$ cat src/rtl/ir_scan_sched_pkg.sv
// Shared types, sizes and the A2D command encoding for the IR scan scheduler.
package ir_scan_sched_pkg;

    localparam int unsigned NUM_CH   = 8;
    localparam int unsigned CH_W     = 3;
    localparam int unsigned SAMPLE_W = 12;
    localparam int unsigned CMD_W    = 16;

    typedef enum logic [2:0] {
        IDLE,
        SETTLE,
        CMD,
        WAIT_CMD,
        RD,
        WAIT_RD,
        DONE
    } state_e;

    // One 12-bit reading per channel, R0 in the least significant slot.
    typedef logic [NUM_CH-1:0][SAMPLE_W-1:0] ir_vec_t;

    // Second transaction of each channel pair simply clocks the result out.
    localparam logic [CMD_W-1:0] RD_CMD = '0;

    // Channel-select command word for the A2D.
    function automatic logic [CMD_W-1:0] a2d_cmd(input logic [CH_W-1:0] ch);
        return {2'b00, ch, 11'h000};
    endfunction

endpackage

$ cat src/rtl/ir_scan_sched_timer.sv
// Scan period counter and emitter settle counter, scaled by FAST_SIM.
module ir_scan_sched_timer #(
    parameter int unsigned FAST_SIM = 1
) (
    input  logic clk,
    input  logic rst,
    input  logic scan_en,
    input  logic settle_en,
    output logic tick_c,
    output logic settle_done_c
);

    localparam int unsigned PERIOD_W    = (FAST_SIM != 0) ? 14 : 22;
    localparam int unsigned SETTLE_CLKS = (FAST_SIM != 0) ? 256 : 4096;
    localparam int unsigned SETTLE_W    = 13;

    logic [PERIOD_W-1:0] period_q, period_d;
    logic [SETTLE_W-1:0] settle_q, settle_d;

    // Period counter free-runs while enabled and wraps on the tick; settle counter runs only in SETTLE.
    always_comb begin
        period_d = '0;
        settle_d = '0;
        if (scan_en) begin
            period_d = period_q + PERIOD_W'(1);
        end
        if (settle_en) begin
            settle_d = settle_q + SETTLE_W'(1);
        end
    end

    assign tick_c        = scan_en && (period_q == {PERIOD_W{1'b1}});
    assign settle_done_c = settle_en && (settle_q == SETTLE_W'(SETTLE_CLKS - 1));

    // Counter registers.
    always_ff @(posedge clk) begin
        if (rst) begin
            period_q <= '0;
            settle_q <= '0;
        end else begin
            period_q <= period_d;
            settle_q <= settle_d;
        end
    end

endmodule

$ cat src/rtl/ir_scan_sched.sv
// Periodic IR scan: power emitters, settle, read 8 channels over SPI, publish atomically.
module ir_scan_sched
    import ir_scan_sched_pkg::*;
#(
    parameter int unsigned           FAST_SIM   = 1,
    parameter logic [SAMPLE_W-1:0]   LINE_THRES = 12'hA00
) (
    input  logic                       clk,
    input  logic                       rst,
    input  logic                       scan_en,
    output logic                       wrt_SPI,
    output logic [CMD_W-1:0]           spi_cmd,
    input  logic                       spi_done,
    input  logic [CMD_W-1:0]           spi_rd,
    output logic                       IR_en,
    output logic [NUM_CH*SAMPLE_W-1:0] ir_data,
    output logic                       IR_vld,
    output logic                       line_present,
    output logic                       ovr
);

    state_e             state_q, state_d;
    logic [CH_W-1:0]    ch_q, ch_d;
    ir_vec_t            shadow_q, shadow_d;
    ir_vec_t            ir_data_q, ir_data_d;
    logic [CMD_W-1:0]   cmd_q, cmd_d;
    logic               wrt_q, wrt_d;
    logic               ir_en_q, ir_en_d;
    logic               vld_q, vld_d;
    logic               line_q, line_d;
    logic               ovr_q, ovr_d;

    logic               tick_c;
    logic               settle_done_c;
    logic               settle_en_c;
    logic               line_over_c;
    logic               spi_rd_unused_c;

    assign settle_en_c     = (state_q == SETTLE);
    assign spi_rd_unused_c = ^spi_rd[CMD_W-1:SAMPLE_W];

    ir_scan_sched_timer #(
        .FAST_SIM (FAST_SIM)
    ) u_timer (
        .clk           (clk),
        .rst           (rst),
        .scan_en       (scan_en),
        .settle_en     (settle_en_c),
        .tick_c        (tick_c),
        .settle_done_c (settle_done_c)
    );

    // Any completed shadow reading at or above threshold marks a line.
    always_comb begin
        line_over_c = 1'b0;
        for (int unsigned i = 0; i < NUM_CH; i++) begin
            if (shadow_q[i] >= LINE_THRES) begin
                line_over_c = 1'b1;
            end
        end
    end

    // Scan sequencer: next state, SPI strobes, shadow capture and publish.
    always_comb begin
        state_d   = state_q;
        ch_d      = ch_q;
        shadow_d  = shadow_q;
        ir_data_d = ir_data_q;
        cmd_d     = cmd_q;
        ir_en_d   = ir_en_q;
        line_d    = line_q;
        wrt_d     = 1'b0;
        vld_d     = 1'b0;
        ovr_d     = tick_c && (state_q != IDLE);

        case (state_q)
            IDLE: begin
                if (tick_c) begin
                    state_d = SETTLE;
                    ir_en_d = 1'b1;
                end
            end
            SETTLE: begin
                if (settle_done_c) begin
                    state_d = CMD;
                    wrt_d   = 1'b1;
                    cmd_d   = a2d_cmd(ch_q);
                end
            end
            CMD: begin
                state_d = WAIT_CMD;
            end
            WAIT_CMD: begin
                if (spi_done) begin
                    state_d = RD;
                    wrt_d   = 1'b1;
                    cmd_d   = RD_CMD;
                end
            end
            RD: begin
                state_d = WAIT_RD;
            end
            WAIT_RD: begin
                if (spi_done) begin
                    shadow_d[ch_q] = spi_rd[SAMPLE_W-1:0];
                    if (ch_q == CH_W'(NUM_CH - 1)) begin
                        state_d = DONE;
                    end else begin
                        ch_d    = ch_q + CH_W'(1);
                        state_d = CMD;
                        wrt_d   = 1'b1;
                        cmd_d   = a2d_cmd(ch_q + CH_W'(1));
                    end
                end
            end
            DONE: begin
                ir_data_d = shadow_q;
                line_d    = line_over_c;
                ir_en_d   = 1'b0;
                ch_d      = '0;
                vld_d     = 1'b1;
                state_d   = IDLE;
            end
            default: begin
                state_d = IDLE;
            end
        endcase
    end

    // State and output registers; reset aborts any scan in progress.
    always_ff @(posedge clk) begin
        if (rst) begin
            state_q   <= IDLE;
            ch_q      <= '0;
            shadow_q  <= '0;
            ir_data_q <= '0;
            cmd_q     <= '0;
            wrt_q     <= 1'b0;
            ir_en_q   <= 1'b0;
            vld_q     <= 1'b0;
            line_q    <= 1'b0;
            ovr_q     <= 1'b0;
        end else begin
            state_q   <= state_d;
            ch_q      <= ch_d;
            shadow_q  <= shadow_d;
            ir_data_q <= ir_data_d;
            cmd_q     <= cmd_d;
            wrt_q     <= wrt_d;
            ir_en_q   <= ir_en_d;
            vld_q     <= vld_d;
            line_q    <= line_d;
            ovr_q     <= ovr_d;
        end
    end

    assign wrt_SPI      = wrt_q;
    assign spi_cmd      = cmd_q;
    assign IR_en        = ir_en_q;
    assign ir_data      = ir_data_q;
    assign IR_vld       = vld_q;
    assign line_present = line_q;
    assign ovr          = ovr_q;

endmodule
$ cat config.mk
export PLATFORM = sky130hd
export DESIGN_NAME = ir_scan_sched
export DESIGN_NICKNAME = d
export VERILOG_FILES = /design/src/rtl/ir_scan_sched_pkg.sv /design/src/rtl/ir_scan_sched_timer.sv /design/src/rtl/ir_scan_sched.sv
export SDC_FILE = /design/constraint.sdc
export NUM_CORES = 1
export LEC_CHECK = 0
export ABC_CLOCK_PERIOD_IN_PS = 4800
export BUFFER_PORTS_ARGS = -buffer_cell sky130_fd_sc_hd__buf_2
export CORE_ASPECT_RATIO = 1.1
export CORE_UTILIZATION = 50
export DETAILED_ROUTE_END_ITERATION = 10
export GPL_ROUTABILITY_DRIVEN = 0
export GPL_TIMING_DRIVEN = 0
export PLACE_DENSITY = 0.81
export SYNTH_ARGS = -nofsm -noshare
export SYNTH_HDL_FRONTEND = slang
export SYNTH_SLANG_ARGS = --single-unit
$ cat constraint.sdc
create_clock -name clk -period 4.8 [get_ports clk]
set_input_delay 0.96 -clock clk [delete_from_list [all_inputs] [get_ports clk]]
set_output_delay 0.96 -clock clk [all_outputs]
set_load 0.01 [all_outputs]
Word level (Yosys, flattened, before mapping)
Index checks and enable logic that the tools add are counted.
- register bits: 246
- bits of input ports: 20
- output and inout bits: 117
- logic and storage cells: 104
- add/subtract/negate cells: 3
- order comparisons: 10
- equality and inequality tests: 14
- mux-type cells: 33
- bitwise logic cells: 2
- reductions and logical operators: 16
- operators with widths (operator ; count):
    $bwmux 96 ; 1
    $ge 12x12->1 const B ; 8
    $mux 16 ; 4
    $pmux 16 s3 ; 1
    $demux 12 s3 ; 1
    $mux 3 ; 7
    $pmux 3 s6 ; 1
    $add 14x1->14 const B ; 1
    $eq 14x14->1 const B ; 1
    $mux 1 ; 14
    $add 13x1->13 const B ; 1
    $eq 13x8->1 const B ; 1
    $eq 3x3->1 const B ; 4
    $mux 12 ; 1
    $ne 2x2->1 const B ; 5
    $eq 3x2->1 const B ; 2
    $pmux 3 s2 ; 1
    $reduce_bool 3->1 ; 2
    $reduce_and 5->1 ; 1
    $logic_and 1x1->1 ; 4
    $lt 3x4->1 const B ; 1
    $reduce_and 2->1 ; 2
    $reduce_and 4->1 ; 1
    $reduce_bool 2->1 ; 2
    9 further kinds ; 11

Longest topological paths before layout
- depth after elaboration: 9
- mapped depth: 8
- mapped depth without buffers: 6

Cells and area by module
From an unflattened synthesis, not the netlist that was laid out.
- cell total of the unflattened synthesis: 1017
- area, all modules: 9210.1 µm²
- by module, submodules not included (module ; instances ; cells each ; area each (µm²) ; sequential area each (µm²)):
    ir_scan_sched ; 1 ; 877 ; 7977.7 ; 4124.0
    ir_scan_sched_timer ; 1 ; 140 ; 1232.4 ; 540.5

Worst setup path after synthesis
Ideal clock, no wire load.
- path kind: input -> register
- from: input spi_done
- to: register shadow_q[86] in the netlist's numbering
- setup time: 128 ps
- data arrival time: 2156 ps
- required time: 4672 ps
- setup slack: 2517 ps
- cell stages on the path: 7
- buffers on the path: 3
- cell sequence: buf_2 nand4b_1 or3_1 clkbuf_1 buf_6 mux2i_1 nor2_1
- cells in the longest elaborated chain, start to end: 1
- RTL lines (what ; line ; text):
    start, declared ; ir_scan_sched.sv:13 ; input logic spi_done,
    $reduce_and 2->1 (no line) ; -- ;
    end signal, assigned ; ir_scan_sched.sv:146 ; shadow_q <= shadow_d;
    end, declared ; ir_scan_sched.sv:24 ; ir_vec_t shadow_q, shadow_d;
Every way passes these cells.
A chain may end at the register's enable or synchronous reset.

Final worst setup path
- from: register state_q[2]
- to: register ir_data_q (netlist bit ir_data[45])
- cells in the longest elaborated chain, start to end: 1
- RTL lines (what ; line ; text):
    start, declared ; ir_scan_sched.sv:22 ; state_e state_q, state_d;
    start signal, assigned ; ir_scan_sched.sv:144 ; state_q <= state_d;
    $eq 3x3->1 ; ir_scan_sched.sv:76 ; case (state_q)
    end signal, assigned ; ir_scan_sched.sv:147 ; ir_data_q <= ir_data_d;
    end, declared ; ir_scan_sched.sv:25 ; ir_vec_t ir_data_q, ir_data_d;
Every way passes these cells.

==> results.cfg <==
[cts]
cts_buffers = 24
htreeDepth = 1
clk_path_buf_depth = 3
postCtsSetupBuffers = 0
cts_tree = yes
root_buffer = clkbuf_16
numClockSinks = 233
clkTransAtPathRegs_ps = 60
worst_skew_pair.late_latency_ps = 510
ctsResizeCount = 0
postCtsHoldBufs = 0

[worst_setup_path]
cp_data_arrival_time_ps = 2810
required_ps = 5240
cp-start-kind = register
cp_common_cell = nand2_1
critPathTopFamily = simple AND/OR/NAND/NOR gates
r2r_slack_ps = 2430
r2r-start = state_q[2]
crit_type = register to register
rr_endpoint = ir_data[45]
ff2ff_path_depth = 6
cp_slowest_stage_delay_ps = 850
crit_path_cell_trace = buf_2, nand2_1, nor2_1, clkbuf_1, nand2_1, a21oi_1
cp_max_fo = 10
crit_path_end_kind = register
cp.buffers_inverters = 2
cpMaxStageDelayCell = nor2_1

[layout]
final_nets = 1168
final_common_cell = dfxtp_1
area_growth_pct = 19.4
antenna-diode-count = 0
final_cell_mix = dfxtp_1 (233), nand2_1 (210), nor2_1 (123), buf_2 (118), a21oi_1 (110)
layout-drive-gt1-share_pct = 16.3

[detailed_routing]
routed.top_layer = met4
vias_per_cell = 5.24
drc = 0
wl_met3_mm = 1.30
wl_per_cell_um = 15.7
wl_met2_mm = 10.5
wl_met1_mm = 9.32
antenna_left = 0
dr.pass1.iters = 5
initialDrtViolationCount = 453
routed_wirelength_mm = 21.8
vias = 7292

[floorplanning]
core_mm2 = 0.0171
die-height_um = 141
num_io_pins = 137
rows = 50
start_util_pct = 51.6
die-area_mm2 = 0.0182
die_w_um = 129

[grt]
grt_pass1_vias = 6960
antenna_found_initial = 0
grt_first_pass_wirelength_mm = 34.7
grt_util_all_layers_pct = 24.1
grt_max_degree = 14
overflow = 0

[timing]
fin_skew_ps = 15.1
tightestPinTransition_ps = 1120
drv_slew = 0
slew_headroom_pct = 25.1
finalSetupTns_ps = 0
hold_viol = 0
min_period_ps = 2370
fin_crit_sh_pct = 49.4
whs_ps = 450
fmax_mhz = 422
finalSetupViolCount = 0
rsz0062_at_grt = false

[pwr]
p_leak_nw = 4.35
powerDensity_mw_per_mm2 = 377
swShare_pct = 20.2
p_switching_mw = 0.804
internal_power_mw = 3.18
p_comb_share_pct = 2.1
power_frac_clock_pct = 49.3
seqPwrFrac_pct = 48.6
peakVddDrop_uv = 281

[placement]
io_buffers = 106
dp_hpwl_mm = 14.7

[logic_synthesis]
synth_seq_cells = 233
netlist_instances = 1000
ys_types = 45
avgSynthCellArea_um2 = 8.84
seq_area_frac_synth_pct = 52.8
synth_area_mm2 = 0.00884
yosysWarnings = 0

[run]
cap_violations = 0

[status]
outcome = complete, no violations

[worst_hold_path]
min_from = ir_data[78]
whs_path_depth = 2
worstHoldPathType = register to register
min_to = ir_data[78]
## metal layers
| layer | track usage, % | vias up |
|---|---|---|
| met2 | 40.8 | 241 |
| li1 | - | 3547 |
| met5 | 0 | - |
| met4 | 9.47 | 0 |
| met3 | 3.70 | 48 |
| met1 | 30.7 | 3456 |
## synth_stat cells (all sizes together)
library cell	instances	area (µm²)
nand4	5	31.3
or4	4	33.8
nor4	8	83.8
nand2	210	788
nand3b	2	27.5
o21ai	18	90.1
and3	3	18.8
a31o	2	17.5
xnor2	11	96.3
dfxtp	233	4660
nand3	14	70.1
ha	4	50.1
nor2b	5	31.3
a21boi	2	15.0
nor3	14	80.1
o22ai	1	6.26
nand2b	4	25.0
or3	7	43.8
buf	33	225
and2	1	6.26
o311ai	1	16.3
a31oi	2	12.5
a21oi	110	551
mux2	2	30.0
inv	9	33.8
xor2	6	52.6
mux2i	99	991
nand4b	1	8.76
o2bb2ai	1	8.76
nor2	123	462
and4	1	8.76
nor4b	1	8.76
conb	1	3.75
clkbuf	59	221
or2	1	6.26
a211o	2	17.5
## worst min-delay path, stage by stage, from the launching register on
cell and delay, ps:
dfxtp_1 300, nand2_1 50, a21oi_1 50
## power groups by stage
stage / logic (mW) / clock network, mW / registers [mW]
global route: 0.0879 / 2.07 / 1.93
floorplan: 0.0523 / 0 / 1.98
finish: 0.0833 / 1.96 / 1.94
global placement: 0.0803 / 0 / 1.98
detailed placement: 0.0805 / 0 / 1.98
CTS: 0.0811 / 1.98 / 1.94
## per-stage QoR
| step | cells | power [mW] | setup WS [ps] | utilization (%) | area (µm²) |
|---|---|---|---|---|---|
| CTS | 1391 | 3.99 | 2520 | 61.6 | 10600 |
| global route | 1391 | 4.09 | 2340 | 61.6 | 10600 |
| finish | 1391 | 3.98 | 2430 | 61.6 | 10600 |
| detailed placement | 1352 | 2.06 | 2050 | 56.6 | 9710 |
| global placement | 1352 | 2.06 | 2090 | 56.6 | 9710 |
| floorplan | 1012 | 2.03 | 2520 | - | 8880 |
## sequential cells by signal, indices dropped and copies added, names as in the netlist
register / cells
ch_q: 3
u_timer.settle_q: 13
ir_data: 96
IR_vld: 1
state_q: 3
wrt_SPI: 1
spi_cmd: 3
ovr: 1
u_timer.period_q: 14
shadow_q: 96
line_present: 1
IR_en: 1
## kinds of logic after synthesis
logic type      Yosys count  share of synthesized area, %
simple gates            404                          19.6
compound gates          139                          8.31
xor+xnor                 17                          1.68
fa+ha+maj                 4                         0.566
mux                     101                          11.6
other cells               1                        0.0424
buf+inv                 101                          5.44
flops                   233                          52.8
## area by class of cell
type | count | area (µm²)
Fill cell | 1438 | 6590
Inverter | 9 | 33.8
Clock buffer | 34 | 739
Multi-Input combinational cell | 678 | 3740
Tap cell | 234 | 293
Buffer | 92 | 447
Clock inverter | 5 | 106
Timing Repair Buffer | 106 | 531
Sequential cell | 233 | 4660
## worst max path at each step
stage	from	end	slack, ps	cells after the start
finish	state_q[2]	ir_data[45]	2430	6
global placement	rst	shadow_q[89]	2090	5
CTS	state_q[2]	ir_data[47]	2520	6
global route	state_q[2]	ir_data[43]	2340	6
detailed placement	rst	ir_data[95]	2050	5
floorplan	spi_done	shadow_q[86]	2520	7
Note: power is estimated with default switching activity, not from simulation.
